[src/rtl/serial_sub_pkg.sv]
`default_nettype none
// ============================================================================
// serial_sub_pkg : shared encodings and limits for the bit-serial subtractor
// Revision: 1.0
// ============================================================================
package serial_sub_pkg;

   localparam int SUB_WMIN = 2;
   localparam int SUB_WMAX = 32;

   localparam logic [0:0] ST_IDLE = 1'b0;
   localparam logic [0:0] ST_RUN  = 1'b1;

   // Signed overflow of a - b: operand signs differ and the result sign
   // disagrees with the minuend.
   function automatic logic sub_ovf(input logic a_msb,
                                    input logic b_msb,
                                    input logic d_msb);
      return (a_msb != b_msb) && (d_msb != a_msb);
   endfunction

endpackage : serial_sub_pkg
`default_nettype wire

[src/rtl/fullsubtractor.sv]
`default_nettype none
// ============================================================================
// fullsubtractor : gate-level single-bit full subtractor (a - b - bin)
// Revision: 1.0
// ============================================================================
module fullsubtractor (
   input  logic a,
   input  logic b,
   input  logic bin,
   output logic diff,
   output logic bout
);

   wire w_axb;
   wire w_na;
   wire w_nab;
   wire w_nx;
   wire w_nxb;

   xor u_x1  (w_axb, a, b);
   xor u_x2  (diff, w_axb, bin);
   not u_n1  (w_na, a);
   and u_a1  (w_nab, w_na, b);
   not u_n2  (w_nx, w_axb);
   and u_a2  (w_nxb, w_nx, bin);
   or  u_o1  (bout, w_nab, w_nxb);

endmodule : fullsubtractor
`default_nettype wire

[src/rtl/serial_subtractor.sv]
`default_nettype none
// ============================================================================
// serial_subtractor : bit-serial a - b, LSB first, WIDTH cycles per result
// Revision: 1.0
// ============================================================================
module serial_subtractor
   import serial_sub_pkg::*;
#(
   parameter int WIDTH = 8
) (
   input  logic             clk,
   input  logic             rst_n,
   input  logic             start,
   input  logic [WIDTH-1:0] a,
   input  logic [WIDTH-1:0] b,
   output logic             busy,
   output logic             done,
   output logic [WIDTH-1:0] diff,
   output logic             borrow_out,
   output logic             ovf
);

   localparam int               CNT_W    = (WIDTH > 1) ? $clog2(WIDTH) : 1;
   localparam logic [CNT_W-1:0] CNT_LAST = CNT_W'(WIDTH - 1);

   generate
      if (WIDTH < SUB_WMIN || WIDTH > SUB_WMAX) begin : g_width_check
         $error("serial_subtractor: WIDTH %0d outside legal range", WIDTH);
      end
   endgenerate

   logic [0:0]       state_q, state_d;
   logic [CNT_W-1:0] cnt_q, cnt_d;
   logic [WIDTH-1:0] sa_q, sa_d;
   logic [WIDTH-1:0] sb_q, sb_d;
   logic [WIDTH-1:0] sd_q, sd_d;
   logic             bw_q, bw_d;
   logic             amsb_q, amsb_d;
   logic             bmsb_q, bmsb_d;
   logic [WIDTH-1:0] diff_q, diff_d;
   logic             borrow_q, borrow_d;
   logic             ovf_q, ovf_d;
   logic             done_q, done_d;

   logic             w_bit;
   logic             w_bout;
   logic             w_last;
   logic             w_accept;
   logic [WIDTH-1:0] w_sd_next;

   fullsubtractor u_fs (
      .a    (sa_q[0]),
      .b    (sb_q[0]),
      .bin  (bw_q),
      .diff (w_bit),
      .bout (w_bout)
   );

   assign w_accept  = (state_q == ST_IDLE) && start;
   assign w_last    = (state_q == ST_RUN) && (cnt_q == CNT_LAST);
   assign w_sd_next = {w_bit, sd_q[WIDTH-1:1]};

   // ---------------- state register ----------------
   always_ff @(posedge clk or negedge rst_n) begin
      if (!rst_n) begin
         state_q <= ST_IDLE;
      end else begin
         state_q <= state_d;
      end
   end

   // ---------------- next-state logic ----------------
   always_comb begin
      state_d = state_q;
      case (state_q)
         ST_IDLE: if (start)  state_d = ST_RUN;
         ST_RUN:  if (w_last) state_d = ST_IDLE;
         default:             state_d = ST_IDLE;
      endcase
   end

   // ---------------- datapath next-state ----------------
   always_comb begin
      cnt_d  = cnt_q;
      sa_d   = sa_q;
      sb_d   = sb_q;
      sd_d   = sd_q;
      bw_d   = bw_q;
      amsb_d = amsb_q;
      bmsb_d = bmsb_q;
      if (w_accept) begin
         sa_d   = a;
         sb_d   = b;
         sd_d   = '0;
         bw_d   = 1'b0;
         cnt_d  = '0;
         amsb_d = a[WIDTH-1];
         bmsb_d = b[WIDTH-1];
      end else if (state_q == ST_RUN) begin
         sa_d  = {1'b0, sa_q[WIDTH-1:1]};
         sb_d  = {1'b0, sb_q[WIDTH-1:1]};
         sd_d  = w_sd_next;
         bw_d  = w_bout;
         // Parking at zero on the final bit keeps the counter from wrapping.
         cnt_d = w_last ? '0 : cnt_q + 1'b1;
      end
   end

   // ---------------- output logic ----------------
   always_comb begin
      done_d   = w_last;
      diff_d   = diff_q;
      borrow_d = borrow_q;
      ovf_d    = ovf_q;
      if (w_last) begin
         diff_d   = w_sd_next;
         borrow_d = w_bout;
         ovf_d    = sub_ovf(amsb_q, bmsb_q, w_bit);
      end
   end

   always_ff @(posedge clk or negedge rst_n) begin
      if (!rst_n) begin
         cnt_q    <= '0;
         sa_q     <= '0;
         sb_q     <= '0;
         sd_q     <= '0;
         bw_q     <= 1'b0;
         amsb_q   <= 1'b0;
         bmsb_q   <= 1'b0;
         diff_q   <= '0;
         borrow_q <= 1'b0;
         ovf_q    <= 1'b0;
         done_q   <= 1'b0;
      end else begin
         cnt_q    <= cnt_d;
         sa_q     <= sa_d;
         sb_q     <= sb_d;
         sd_q     <= sd_d;
         bw_q     <= bw_d;
         amsb_q   <= amsb_d;
         bmsb_q   <= bmsb_d;
         diff_q   <= diff_d;
         borrow_q <= borrow_d;
         ovf_q    <= ovf_d;
         done_q   <= done_d;
      end
   end

   assign busy       = (state_q == ST_RUN);
   assign done       = done_q;
   assign diff       = diff_q;
   assign borrow_out = borrow_q;
   assign ovf        = ovf_q;

endmodule : serial_subtractor
`default_nettype wire
[config.mk]
export PLATFORM = sky130hd
export DESIGN_NAME = serial_subtractor
export DESIGN_NICKNAME = d
export VERILOG_FILES = /design/src/rtl/serial_sub_pkg.sv /design/src/rtl/fullsubtractor.sv /design/src/rtl/serial_subtractor.sv
export SDC_FILE = /design/constraint.sdc
export NUM_CORES = 1
export LEC_CHECK = 0
export CORE_ASPECT_RATIO = 2
export CORE_UTILIZATION = 55
export DETAILED_ROUTE_END_ITERATION = 10
export PLACE_DENSITY = 0.8
export SLEW_MARGIN = 10
export SYNTH_ARGS = -nofsm -noshare
export SYNTH_HDL_FRONTEND = slang
export SYNTH_HIERARCHICAL = 1
export SYNTH_SLANG_ARGS = --single-unit
export TNS_END_PERCENT = 50
[constraint.sdc]
create_clock -name clk -period 5 [get_ports clk]
set_clock_uncertainty 0.15 [all_clocks]
set_input_delay 0.75 -clock clk [delete_from_list [all_inputs] [get_ports clk]]
set_output_delay 0.75 -clock clk [all_outputs]
set_load 0.1 [all_outputs]
# ---- Word-level counts from Yosys, hierarchy flattened
# Index checks and enable logic that the tools add are counted.
dict set report word_totals {
  register_bits 42
  latch_bits 0
  mem_bits_rw 0
  romBits 0
  input_bits 19
  out_inout_bits 12
  wordCells 42
  mem_count 0
}
dict set report op_classes {
  add_sub_neg 1
  mul 0
  div 0
  order_cmp 0
  n_eq_ne 3
  shifts 0
  muxes 14
  n_bitwise 8
  n_reduce_logical 4
}
# operator n
set op_table {}
lappend op_table {{$mux 8} 6}
lappend op_table {{$mux 3} 3}
lappend op_table {{$mux 1} 4}
lappend op_table {{$add 3x1->3 const B} 1}
lappend op_table {{$eq 3x3->1 const B} 1}
lappend op_table {{$logic_and 1x1->1} 3}
lappend op_table {{$not 1->1} 3}
lappend op_table {{$and 1x1->1} 2}
lappend op_table {{$ne 1x1->1} 2}
lappend op_table {{$pmux 1 s2} 1}
lappend op_table {{$reduce_bool 2->1} 1}
lappend op_table {{$xor 1x1->1} 2}
lappend op_table {{$or 1x1->1} 1}

# ---- Longest topological paths before layout
dict set report depth {
  ltp_word 6
  ltp_mapped 5
  depth_no_buf 5
}

# ---- Cells and area by module
# The synthesis kept the hierarchy.
# mod n_inst cells_each area_each_um2 seq_area_each_um2
set by_module_without_submodules {}
lappend by_module_without_submodules {serial_subtractor 1 130 1709.1 1026.0}
lappend by_module_without_submodules {fullsubtractor 1 4 31.3 0.0}

# ---- Worst setup path after synthesis
# OpenSTA, ideal clock, no wires.
dict set report synth_timing {
  path_type {register to register}
  from {reg state_q (netlist: busy)}
  to {reg diff_q[0] (netlist: diff[0])}
  setup_ns 0.126
  arrival_ns 1.612
  required_time_ns 4.724
  slack_ns 3.111
  path_stages_with_launch 5
  n_path_buf 1
  synth_period_minus_slack_ns 1.889
  cell_sequence {dfrtp_1 buf_6 nand2_4 inv_2 mux2_4}
}
dict set report synth_via {
  elab_chain_cells 1
}
# element line_no
set synth_rtl {}
lappend synth_rtl {{start: declaration} serial_subtractor.sv:32} ;# logic [0:0] state_q, state_d;
lappend synth_rtl {{start signal: assignment} serial_subtractor.sv:68} ;# state_q <= state_d;
lappend synth_rtl {{$logic_and 1x1->1} serial_subtractor.sv:60} ;# assign w_last = (state_q == ST_RUN) && (cnt_q == CNT_LAST);
lappend synth_rtl {{named net done_d} serial_subtractor.sv:43} ;# logic done_q, done_d;
lappend synth_rtl {{end signal: assignment} serial_subtractor.sv:143} ;# diff_q <= diff_d;
lappend synth_rtl {{end: declaration} serial_subtractor.sv:40} ;# logic [WIDTH-1:0] diff_q, diff_d;
# The timed path passes the listed nets, and every way through them passes these cells.
# A chain may end at the register's enable or synchronous reset.

# ---- Final worst setup path
dict set report layout_timing {
  from {reg state_q (netlist: busy)}
  to {out busy}
}
# element line_no
set layout_rtl {}
lappend layout_rtl {{end: declaration} serial_subtractor.sv:16} ;# output logic busy,
# No word-level cell between the ends.

==> summary.md <==
| Metric | Value |
|---|---|
| Port bufs | `30` |
| Pre-CTS WS | `roughly 2600 ps` |
| Critical Path RT | `slightly above 4000 ps` |
| Post-CTS Repair Setup Buffers | `0` |
| Post-synthesis sequential area ratio | `0.590` |
| Final WL | `2.86 mm` |
| Number of remaining DRC errors | `0` |
| Flops & latches, synth | `41` |
| Layout cells sized above 1 | `0.151` |
| Period Utilization, post-route | `0.540` |
| Synth Cell Area | `roughly 1700 µm²` |
| Area leader, netlist | `dfrtp_1` |
| Slew headroom | `0.344` |
| Die X | `around 42 µm` |
| Mean post-synth cell area | `13.0 µm²` |
| Ys Warns | `6` |
| CTS root buf | `clkbuf_8` |
| Setup TNS Final | `0 ps` |
| Leakage Power | `approximately 0.98 nW` |
| Worst hold-check path type | `reg -> reg` |
| Hold_buf cts | `0` |
| Grt met1 use | `0.237` |
| Largest net degree at the start of global routing | `46` |
| Antenna viol nets, final | `0` |
| CP bufs+invs | `1` |
| PostCTS Resize Cnt | `0` |
| Share of Yosys cell area claimed by the top area cell type | `0.590` |
| Final Critical Period | `2700 ps` |
| Drt via density | `around 5.5` |
| Clock tree buffer depth | `2` |
| Clk_lat worst skew | `approximately 290 ps` |
| GRT busiest layer | `met2` |
| Die height | `between 80 and 90 µm` |
| R2R setup slack | `approximately 3300 ps` |
| Power Dens Cells | `around 720 nW/µm²` |
| Row count | `28` |
| All-Layer GR Usage | `0.200` |
| Worst setup EP type | `output pin` |
| Vias in the first global route | `1155` |
| Final WS setup | `about 2300 ps` |
| Syn Nets | `between 150 and 200` |
| TritonCTS clock tree | `built` |
| Critical path fanouts, max | `2` |
| Status | `finished clean` |
| Crit path DAT | `between 1500 and 2000 ps` |
| Max IR drop VDD | `0.000353 V` |
| Mapped Cells | `134` |
| Synthesis-to-layout area growth | `20.8%` |
| Ant diodes | `0` |
| Die ar. | `between 3000 and 4000 µm²` |
| GR Util met3 | `0.0396` |
| Global-route wire length before repair | `between 5 and 6 mm` |
| Initial antenna violation count | `0` |
| Setup violations, final | `0` |
| Vias | `1077` |
| Crit path launch type | `register` |
| DRT iter0 DRCs | `20` |
| Final Wtd Congestion | `slightly below 0.7` |
| Io pins | `31` |
| CP max stage delay | `1150 ps` |
| Met2 Use GR | `0.342` |
| Final Net Count | `~190` |
| Post-layout util | `0.706` |
| GRT Residual Overflow | `0` |
| Pins Over Slew Limit | `0` |
| Core box area | `2980 µm²` |
| Worst-margin pin slew | `around 980 ps` |
| Post-DP HPWL | `just under 2 mm` |
| Clock sinks | `41` |
| Critical path type | `reg -> out` |
| Area contributors post-synth | `dfrtp_1 59%, mux2i_1 9.2%, mux2_2 6.5%` |
| CTS Buf Count | `5` |
| H-tree depth | `2` |
| Drt first pass iters | `3` |
| Final hold violations | `0` |
| Slowest CP cell | `clkdlybuf4s50_1` |
| Max Cap Violations | `0` |
| Worst-path clk slew | `about 80 ps` |
| Routed len/inst | `14.6 µm` |
| Worst path top cell family by delay | `buffers and inverters` |
| Max Freq | `about 370 MHz` |
| Initial Util | `0.584` |
| Crit-path cells | `clkdlybuf4s50_1` |
| Synth cell types | `25` |
| RSZ-0062 raised after global routing | `no` |
[cells in the final DEF, fill, tap and decap left out]
cell and instances:
a32o_1 1, o21ai_0 6, o21ai_1 8, ha_1 2
nand3b_1 1, buf_2 1, mux2i_1 16, nand2_4 1
clkdlybuf4s50_1 29, inv_2 1, mux2_2 10, mux2_4 1
clkbuf_1 1, nor2_1 4, a31oi_1 1, clkbuf_8 5
nand2_1 14, buf_4 2, dfrtp_1 41, a21oi_1 1
fa_1 1, a22o_1 10, or3b_1 1, nor2_2 1
inv_1 4, nor2b_4 1, clkinv_2 2
[stage by stage]
stage	hold slack (ps)	total power, W	cells	cell area [µm²]
after floorplan	302	0.00116	134	1740
after global placement	314	0.00130	188	2020
after detailed placement	327	0.00133	188	2020
after CTS	345	0.00153	196	2100
after global routing	374	0.00161	196	2100
final	342	0.00152	196	2100
[flip-flops by register name, indices dropped and copies added (netlist names), 3 cells and up]
| name | count |
|---|---|
| cnt_q | 3 |
| diff | 8 |
| sa_q | 8 |
| sb_q | 8 |
| sd_q | 7 |
[cells by family after synthesis]
family / synth area share
multiplexers: 0.165
AO/OA/AOI/OAI: 0.103
flip-flops: 0.590
AND/OR/NAND/NOR: 0.0661
buffers and inverters: 0.0503
adder cells (fa/ha/maj): 0.0259
[worst paths after layout]
path | start | to | cells after the start
hold reg to reg | sb_q[1] | sb_q[0] | 2
max in group asynchronous | rst_n | borrow_out | 1
setup / recovery | busy | busy | 1
setup reg to reg | sa_q[0] | ovf | 3
hold / removal | sb_q[1] | sb_q[0] | 2
min in group asynchronous | rst_n | diff[3] | 1
[cell usage after synthesis (all sizes together)]
cell,instances
dfrtp,41
mux2i,16
nand2,15
o21ai,14
mux2,11
a22o,10
buf,7
inv,5
nor2,5
ha,2
a21oi,1
a31oi,1
a32o,1
clkbuf,1
fa,1
nand3b,1
nor2b,1
or3b,1
[layer usage]
| metal | vias to the layer above | wire [µm] |
|---|---|---|
| li1 | 525 | - |
| met2 | 24 | 1550 |
| met3 | 6 | 91 |
| met4 | 0 | 66 |
| met5 | - | 0 |
| met1 | 522 | 1160 |
[cell type report]
class | count | area [µm²]
repair buffers | 32 | 310
inverters | 5 | 18.8
clock inverters | 2 | 10.0
multi-input cells | 80 | 627
clock buffers | 6 | 72.6
fillers | 218 | 876
flip-flops and latches | 41 | 1030
well taps | 30 | 37.5
[power breakdown]
| part | switching [W] | leakage (nW) | total, W | internal (W) |
|---|---|---|---|---|
| clock network | 0.000111 | 0.0450 | 0.000207 | 0.0000967 |
| logic | 0.000507 | 0.411 | 0.000761 | 0.000255 |
| registers | 0.0000795 | 0.524 | 0.000549 | 0.000470 |
Power figures use the tool's default switching activity.
